<file path="src/rtl/instr_fetch_queue.sv">
// Instruction fetch queue: DEPTH-entry circular buffer of {instr, pc} feeding decode as split MIPS fields.
// Latency: a word pushed at edge N is the head after edge N (no fall-through); one push + one pop per cycle.
// Backpressure: in_ready drops at full (no same-cycle bypass on pop); flush discards everything, including the offered word.
module instr_fetch_queue #(
  parameter int DEPTH = 4,
  parameter int PC_W  = 32,
  parameter int CNT_W = $clog2(DEPTH) + 1
) (
  input  logic             CLK,
  input  logic             reset,
  input  logic             flush,
  input  logic             in_valid,
  output logic             in_ready,
  input  logic [31:0]      in_instr,
  input  logic [PC_W-1:0]  in_pc,
  output logic             out_valid,
  input  logic             out_ready,
  output logic [5:0]       Op,
  output logic [4:0]       rs,
  output logic [4:0]       rt,
  output logic [4:0]       rd,
  output logic [4:0]       shamt,
  output logic [5:0]       Funct,
  output logic [15:0]      imm,
  output logic [25:0]      j_imm,
  output logic [PC_W-1:0]  out_pc,
  output logic [CNT_W-1:0] count
);

  localparam int AW = $clog2(DEPTH);
  localparam logic [CNT_W-1:0] FULL_CNT = CNT_W'(DEPTH);

  // Entry storage is deliberately left unreset; the count==0 forcing hides stale contents.
  logic [31:0]     instr_mem [DEPTH];
  logic [PC_W-1:0] pc_mem    [DEPTH];

  logic [AW-1:0]    wr_ptr_q, wr_ptr_d;
  logic [AW-1:0]    rd_ptr_q, rd_ptr_d;
  logic [CNT_W-1:0] count_q, count_d;

  logic            push;
  logic            pop;
  logic [31:0]     head_instr;
  logic [PC_W-1:0] head_pc;

  // in_ready is qualified by reset so nothing is accepted while reset is held.
  assign in_ready  = reset && (count_q != FULL_CNT);
  assign out_valid = (count_q != '0);
  assign push      = in_valid && in_ready;
  assign pop       = out_valid && out_ready;
  assign count     = count_q;

  // Next pointers/occupancy; flush wins over any push or pop in the same cycle.
  always_comb begin
    wr_ptr_d = wr_ptr_q;
    rd_ptr_d = rd_ptr_q;
    count_d  = count_q;
    if (flush) begin
      wr_ptr_d = '0;
      rd_ptr_d = '0;
      count_d  = '0;
    end else begin
      if (push) wr_ptr_d = wr_ptr_q + AW'(1);
      if (pop)  rd_ptr_d = rd_ptr_q + AW'(1);
      case ({push, pop})
        2'b10:   count_d = count_q + CNT_W'(1);
        2'b01:   count_d = count_q - CNT_W'(1);
        default: count_d = count_q;
      endcase
    end
  end

  // Pointer and occupancy registers with synchronous active-low reset.
  always_ff @(posedge CLK) begin
    if (!reset) begin
      wr_ptr_q <= '0;
      rd_ptr_q <= '0;
      count_q  <= '0;
    end else begin
      wr_ptr_q <= wr_ptr_d;
      rd_ptr_q <= rd_ptr_d;
      count_q  <= count_d;
    end
  end

  // Write the offered word into the tail slot; a flushed word is dropped.
  always_ff @(posedge CLK) begin
    if (push && !flush) begin
      instr_mem[wr_ptr_q] <= in_instr;
      pc_mem[wr_ptr_q]    <= in_pc;
    end
  end

  // Head entry, forced to zero when the queue is empty.
  always_comb begin
    head_instr = '0;
    head_pc    = '0;
    if (out_valid) begin
      head_instr = instr_mem[rd_ptr_q];
      head_pc    = pc_mem[rd_ptr_q];
    end
  end

  assign Op     = head_instr[31:26];
  assign rs     = head_instr[25:21];
  assign rt     = head_instr[20:16];
  assign rd     = head_instr[15:11];
  assign shamt  = head_instr[10:6];
  assign Funct  = head_instr[5:0];
  assign imm    = head_instr[15:0];
  assign j_imm  = head_instr[25:0];
  assign out_pc = head_pc;

endmodule
</file>
<file path="config.mk">
export PLATFORM = sky130hd
export DESIGN_NAME = instr_fetch_queue
export DESIGN_NICKNAME = d
export VERILOG_FILES = /design/src/rtl/instr_fetch_queue.sv
export SDC_FILE = /design/constraint.sdc
export NUM_CORES = 1
export LEC_CHECK = 0
export CORE_MARGIN = 1
export CORE_UTILIZATION = 30
export DETAILED_ROUTE_END_ITERATION = 6
export PLACE_DENSITY_LB_ADDON = 0.25
export SLEW_MARGIN = 0
export SYNTH_ARGS = -nofsm -noshare
export SYNTH_HDL_FRONTEND = slang
export SYNTH_SLANG_ARGS = --single-unit
export TNS_END_PERCENT = 1
</file>
<file path="constraint.sdc">
create_clock -name CLK -period 2.9 [get_ports CLK]
set_input_delay 0.29 -clock CLK [delete_from_list [all_inputs] [get_ports CLK]]
set_output_delay 0.29 -clock CLK [all_outputs]
set_load 0.01 [all_outputs]
</file>
# Yosys cells after proc, flatten, opt, wreduce, memory -nomap -nowiden
# Memories as Yosys holds them, arrays and structs flattened. A register that Yosys moved wholly into a read port is not among the register bits.
# Index checks and enable logic that the tools add are counted.
# totals
reg_bits	7
ram_bits	256
elab_cells	30
mem_count	2
# memory_table
name	words	width	rd	rd_ports_with_merged_regs	wr	line_no	rtl
instr_mem	4	32	1	1	1	34	logic [31:0] instr_mem [DEPTH];
pc_mem	4	32	1	1	1	35	logic [PC_W-1:0] pc_mem [DEPTH];
# op_classes
addsub	4
eq_ne	3
n_mux	9
bitwise_logic	1
n_reduce_logical	8
# op_table
operator	count
two-way mux 32 bit	2
two-way mux 2 bit	4
one-hot mux 3 bit (2 select lines)	1
adder 2 x 1 -> 2 bit, second input constant	2
logical AND 1 bit	4
adder 3 x 1 -> 3 bit, second input constant	1
inequality test 3 bit, second input constant	1
nonzero test 3 bit	1
subtractor 3 x 1 -> 3 bit, second input constant	1
== test 2 x 1 -> 1 bit, second input constant	1
== test 2 bit, second input constant	1
two-way mux 1 bit	2
nonzero test 2 bit	1
OR reduction 2 bit	1
zero test 1 bit	1
inverter 1 bit	1

# Longest topological paths before layout
# Gate-level depths: netlist of the first run.
# depth
word_depth	6
ltp_mapped	8
ltp_nobuf	8

# Least setup slack after synthesis of the first run
# OpenSTA, ideal clock, no wires.
# synth_timing
kind	register to register
startpoint	register count_q[0] (netlist: count[0])
endpoint	memory instr_mem[2][0], enable pin
setup_ns	0.429
arrival_time_ns	2.395
setup_slack_ns	0.076
path_stages_with_launch	4
n_path_buf	0
path_cell_list	dfxtp_1 nor3b_1 nor3_1 and2_1
# synth_between
elab_chain_cells	6
# synth_rtl
element	line_no	rtl
start: declaration	39	logic [CNT_W-1:0] count_q, count_d;
start signal: assignment	82	count_q <= count_d;
inequality test 3 bit	47	assign in_ready = reset && (count_q != FULL_CNT);
logical AND 1 bit	47	
logical AND 1 bit	49	assign push = in_valid && in_ready;
logical AND 1 bit	88	if (push && !flush) begin
two-way mux 1 bit	88	
two-way mux 1 bit (implied by the code)	89	instr_mem[wr_ptr_q] <= in_instr;
end: declaration	34	
# No other way between the ends.

==> impl_metrics.tcl, run 1 <==
set metrics [dict create \
    htreeDepth 1 \
    slew_headroom 0.615 \
    globalRouteTotalUtil 0.119 \
    worstReg2RegStart "count[2]$_SDFFE_PP0P_" \
    p_leak_nw 4.30 \
    drtPass1Iterations 4 \
    wl_per_cell_um 19.0 \
    grt_pass1_vias 5593 \
    synthTopCellsByArea "edfxtp_1 (73%), mux4_2 (13%), and2_1 (4.0%)" \
    critPathArrivalTime_ns 2.43 \
    syn-num-nets 577 \
    via_count 5096 \
    hold_start "in_instr[19]" \
    hpwl_mm 12.9 \
    max_stage_delay_ns 0.52 \
    viasPerCell 4.46 \
    die_h_um 189 \
    final_common_cell "edfxtp_1" \
    reg2reg_depth 8 \
    ioPinCount 180 \
    critical_path_required_ns 2.61 \
    drtIter0Drc 266 \
    max_slew.worst_pin.slew_ns 0.576 \
    status "complete, no violations" \
    antenna_found_initial 1 \
    crit_slowest_cell "clkdlybuf4s50_1" \
    worst_hold_path.num_cells 1 \
    core_area_um2 34500 \
    numCtsBuffers 28 \
    fin_setup_tns_ns 0 \
    period_share 0.939 \
    grt_max_degree 42 \
    clockRootBuffer "clkbuf_16" \
    die_area_um2 35900 \
    cts_tree "built" \
    clkTransAtPathRegs_ns 0.06 \
    clk_latency_ns 0.53 \
    yosys.area.top_type_share 0.730 \
    rsz0062_at_grt "false" \
    avgSynthCellArea_um2 21.0 \
    hold_class "in -> reg" \
    ir_drop_mv 0.400 \
    path_max_fanout 22 \
    maxSlewViolCount 0 \
    cts.sinks 265 \
    syn_area_um2 10500 \
    pwr_density_cell_nw_per_um2 621 \
    crit_path_start_kind "flip-flop" \
    hold_violations 0 \
    yosysTopAreaCell "edfxtp_1" \
    clockBufferDepth 3 \
    portBuffers 179 \
    die_width_um 189 \
    yosys.cell_types.count 28 \
    utilization 0.396 \
    final_net_count 740 \
    drc 0 \
    row_count 68 \
    yosys_warnings 0 \
    netlist_instances 502 \
    place.gp.congestion 0.743 \
    worst-setup-path-type "reg -> out" \
    grt_pass1_wl_mm 32.5 \
    grt_overflow_total 0 \
    path_cells "buf_12, mux4_2, and2_1, clkdlybuf4s50_1" \
    area_growth_syn_to_layout_pct 29.8 \
    end_kind "primary output" \
    dp.cells 1087 \
    initial_core_util 0.305 \
    setup_violations 0 \
    final_cell_mix "edfxtp_1 (256), clkdlybuf4s50_1 (179), and2_1 (64), mux4_2 (60), clkbuf_16 (29)" \
    yosysSeqAreaShare 0.747 \
    finalNonFillerCells 1142 \
    power_mw 8.49 \
    skew_ns 0.00990 \
    antenna_cells 0 \
    wirelength_mm 21.7 \
    fill_cells 3148 \
    max_freq_mhz 367 \
    drive_above_1_share 0.201 \
    ant_nets 0 \
    synth-seq-cells 265 \
    drv_cap 0 \
    fin_crit_ns 2.72 \
]
## worst paths after layout
check	endpoint	slack [ns]
setup / recovery	imm[14]	0.18
hold reg to reg	rd_ptr_q[1]$_SDFFE_PP0P_	0.54
setup reg to reg	count[2]$_SDFFE_PP0P_	0.40
hold / removal	instr_mem[3][19]$_DFFE_PP_	0.39
## what timing repair did
item                                    in CTS  in global routing
gates cloned                                 0                  1
setup buffers                                1                  1
resized for setup                            2                  3
pin swaps                                    0                  1
endpoints found under the setup margin      80                 17
hold buffers                                 0                  0
## flip-flops by register name, indices dropped and copies added (netlist names), named ones only
name	cells
rd_ptr_q	2
pc_mem	128
count	3
wr_ptr_q	2
instr_mem	128
## Yosys cell counts, drive strengths merged
cell,instances
a21oi,3
and2,68
buf,55
clkbuf,8
dfxtp,9
edfxtp,256
fa,1
ha,5
inv,6
mux4,64
nand2,2
nand2b,1
nor2,6
nor2b,2
nor3,1
nor3b,1
o211ai,1
o21ai,3
o311ai,1
o31ai,1
or2,1
or3,3
xor2,4
## routing by layer
layer | vias up | global-route usage | part of all wire | wire, µm
met3 | 28 | 0.0308 | 0.060 | 1310
met2 | 137 | 0.204 | 0.49 | 10700
met1 | 2652 | 0.151 | 0.43 | 9410
met4 | 0 | 0.0251 | 0.013 | 282
li1 | 2279 | - | - | -
met5 | - | 0 | 0 | 0
## per-stage QoR
step / hold slack, ns / setup WS [ns] / area [µm²]
after floorplan: 0.389 / 0.0759 / 10500
after global placement: 0.514 / 0.454 / 12600
after detailed placement: 0.521 / 0.412 / 12600
after CTS: 0.365 / 0.0113 / 13600
after global routing: 0.374 / 0.0537 / 13700
final: 0.390 / 0.176 / 13700
## power by group
| part | internal, mW | total (mW) | switching [mW] |
|---|---|---|---|
| combinational | 0.246 | 0.431 | 0.185 |
| clock | 2.37 | 3.81 | 1.44 |
| sequential | 4.23 | 4.24 | 0.0120 |
## worst max-delay path, delay by kind of cell, from the launching register on
kind          cells  cell delay (ns)
buf+inv           2             0.75
flops             1             0.41
mux               1             0.51
simple gates      1             0.22
## layout make-up
class	count	area, µm²	area share
sequential	265	7880	0.576
multi-input combinational	169	2160	0.158
timing repair buffer	195	2030	0.148
clock buffer	33	781	0.0571
tap	455	569	0.0416
clock inverter	19	235	0.0172
inverter	6	22.5	0.00165
## cell families after synthesis
kind of cell | synth area share
DFF | 0.747
and+or+nand+nor | 0.0486
buffers and inverters | 0.0503
muxes | 0.138
AOI/OAI and AO/OA | 0.00511
adders and majority gates | 0.00784
xor gates and xnor gates | 0.00332
No activity file was read; power rests on OpenSTA's default activity.
==> run 2, diff against run 1 <==
- CAP_MARGIN: unset -> 5
==> results of run 2 <==
No change in the layout: final DEF, timing and power equal those of run 1.
==> run 3, diff against run 2 <==
- CORE_UTILIZATION: 30 -> 53
- clock period: 2.9 -> 3.1 ns (I/O delays scaled with it)
==> run 3 against run 2 <==
Die area decreased by 43%. Non-clock buffer count is 6 higher. Largest power group unchanged. Wire length fell by 12%. Setup slack improved by 0.068 ns. Power is 13% lower. Via count fell by 0.47%. Utilization rose by 29 points. Global-route usage up 7.5 points. Register-to-register slack improved by 0.11 ns. First-iteration DRC count increased by 30%. Critical endpoint unchanged.
==> impl_metrics.tcl, run 3 (synthesized netlist as in run 1, its figures left out) <==
set metrics [dict create \
    drc 0 \
    max_stage_delay_ns 0.56 \
    final_cell_mix "edfxtp_1 (256), clkdlybuf4s50_1 (179), and2_1 (64), mux4_2 (60), clkbuf_16 (27)" \
    initial_core_util 0.541 \
    globalRouteTotalUtil 0.194 \
    crit_path_start_kind "flip-flop" \
    crit_slowest_cell "clkdlybuf4s50_1" \
    dp.cells 896 \
    dpl-instance-area_um2 12300 \
    core_area_um2 19500 \
    portBuffers 179 \
    grt_overflow_total 0 \
    wl_met1_mm 7.58 \
    end_kind "primary output" \
    switching_share 0.192 \
    clockBufferDepth 3 \
    drtIter0Drc 345 \
    cts_hold_buffers 0 \
    worst_hold_path.num_cells 1 \
    dr_wl_met2_mm 10.1 \
    worst-setup-path-type "reg -> out" \
    numCtsBuffers 27 \
    fin_setup_tns_ns 0 \
    grt_max_degree 66 \
    p_clk_frac 0.411 \
    combPwrFrac 0.054 \
    path_cells "or3_2, buf_4, and2_1, clkdlybuf4s50_1" \
    final_net_count 744 \
    path_max_fanout 65 \
    rsz0062_at_grt "false" \
    drive_above_1_share 0.192 \
    area_growth_syn_to_layout_pct 25.8 \
    hold_violations 0 \
    drv_cap 0 \
    pwr_density_cell_nw_per_um2 558 \
    clk_latency_ns 0.51 \
    grt_pass1_wl_mm 29.3 \
    slew_headroom 0.574 \
    via_count 5072 \
    drtPass1Iterations 4 \
    utilization 0.681 \
    critical_path_required_ns 2.79 \
    top_layer_used "met4" \
    period_share 0.921 \
    final_common_cell "edfxtp_1" \
    finalNonFillerCells 953 \
    htreeDepth 1 \
    met3_wirelength_mm 1.27 \
    cts.sinks 265 \
    die_h_um 143 \
    p_int_mw 5.98 \
    reg2reg_depth 8 \
    power_mw 7.41 \
    wirelength_mm 19.1 \
    skew_ns 0.0113 \
    setup_violations 0 \
    ant_nets 0 \
    ir_drop_mv 0.396 \
    cts_resized 0 \
    place.gp.congestion 0.753 \
    critPathArrivalTime_ns 2.55 \
    status "complete, no violations" \
    switchingPower_mw 1.42 \
    power_frac_seq 0.536 \
    grt_pass1_vias 5313 \
    wl_per_cell_um 20.0 \
    cts_tree "built" \
    antenna_found_initial 0 \
    row_count 51 \
    clkTransAtPathRegs_ns 0.06 \
    maxSlewViolCount 0 \
    max_slew.worst_pin.slew_ns 0.638 \
    fin_area_um2 13300 \
    fin_crit_ns 2.86 \
    viasPerCell 5.32 \
    die_area_um2 20500 \
    post_cts_buffers 0 \
    p_leak_nw 4.25 \
    hold_class "in -> reg" \
    max_freq_mhz 350 \
    clockRootBuffer "clkbuf_16" \
    ioPinCount 180 \
    hpwl_mm 11.4 \
    antenna_cells 0 \
    die_width_um 143 \
]
run 3: cell type report:
| type | instances | area [µm²] |
|---|---|---|
| Clock buffer | 35 | 756 |
| Clock inverter | 13 | 93.8 |
| Fill cell | 1254 | 6200 |
| Inverter | 6 | 22.5 |
| Multi-Input combinational cell | 168 | 2150 |
| Sequential cell | 265 | 7880 |
| Tap cell | 265 | 332 |
| Timing Repair Buffer | 201 | 2030 |
run 3: path summary, 6_finish.rpt:
path	to	start	slack (ns)
worst max-delay path	imm[14]	count[0]$_SDFFE_PP0P_	0.24
worst max register to register	count[2]$_SDFFE_PP0P_	count[2]$_SDFFE_PP0P_	0.51
worst min register to register	wr_ptr_q[1]$_SDFFE_PP0P_	wr_ptr_q[1]$_SDFFE_PP0P_	0.54
worst min-delay path	instr_mem[2][29]$_DFFE_PP_	in_instr[29]	0.42
run 3: power groups by stage:
| stage | registers (mW) | clock network, mW | logic [mW] |
|---|---|---|---|
| floorplan | 4.05 | 0 | 0.168 |
| CTS | 3.97 | 3.11 | 0.397 |
| finish | 3.97 | 3.04 | 0.396 |
| global route | 3.97 | 3.25 | 0.426 |
| detailed placement | 4.05 | 0 | 0.394 |
| global placement | 4.04 | 0 | 0.384 |
run 3: critical path, delay by kind of cell (launching register included):
family                 cells  cell delay (ns)
flip-flops                 1             0.46
AND/OR/NAND/NOR            2             0.47
buffers and inverters      2             1.06
run 3: metal layers:
metal / track usage / vias to the layer above
li1: - / 2281
met1: 0.250 / 2597
met2: 0.340 / 176
met3: 0.0399 / 18
met4: 0.0430 / 0
met5: 0 / -
run 3: per-stage QoR:
step | hold WS, ns | setup WS, ns
after floorplan | 0.409 | 0.276
after global placement | 0.499 | 0.656
after detailed placement | 0.535 | 0.547
after CTS | 0.404 | 0.0483
after global routing | 0.415 | 0.0664
final | 0.423 | 0.244
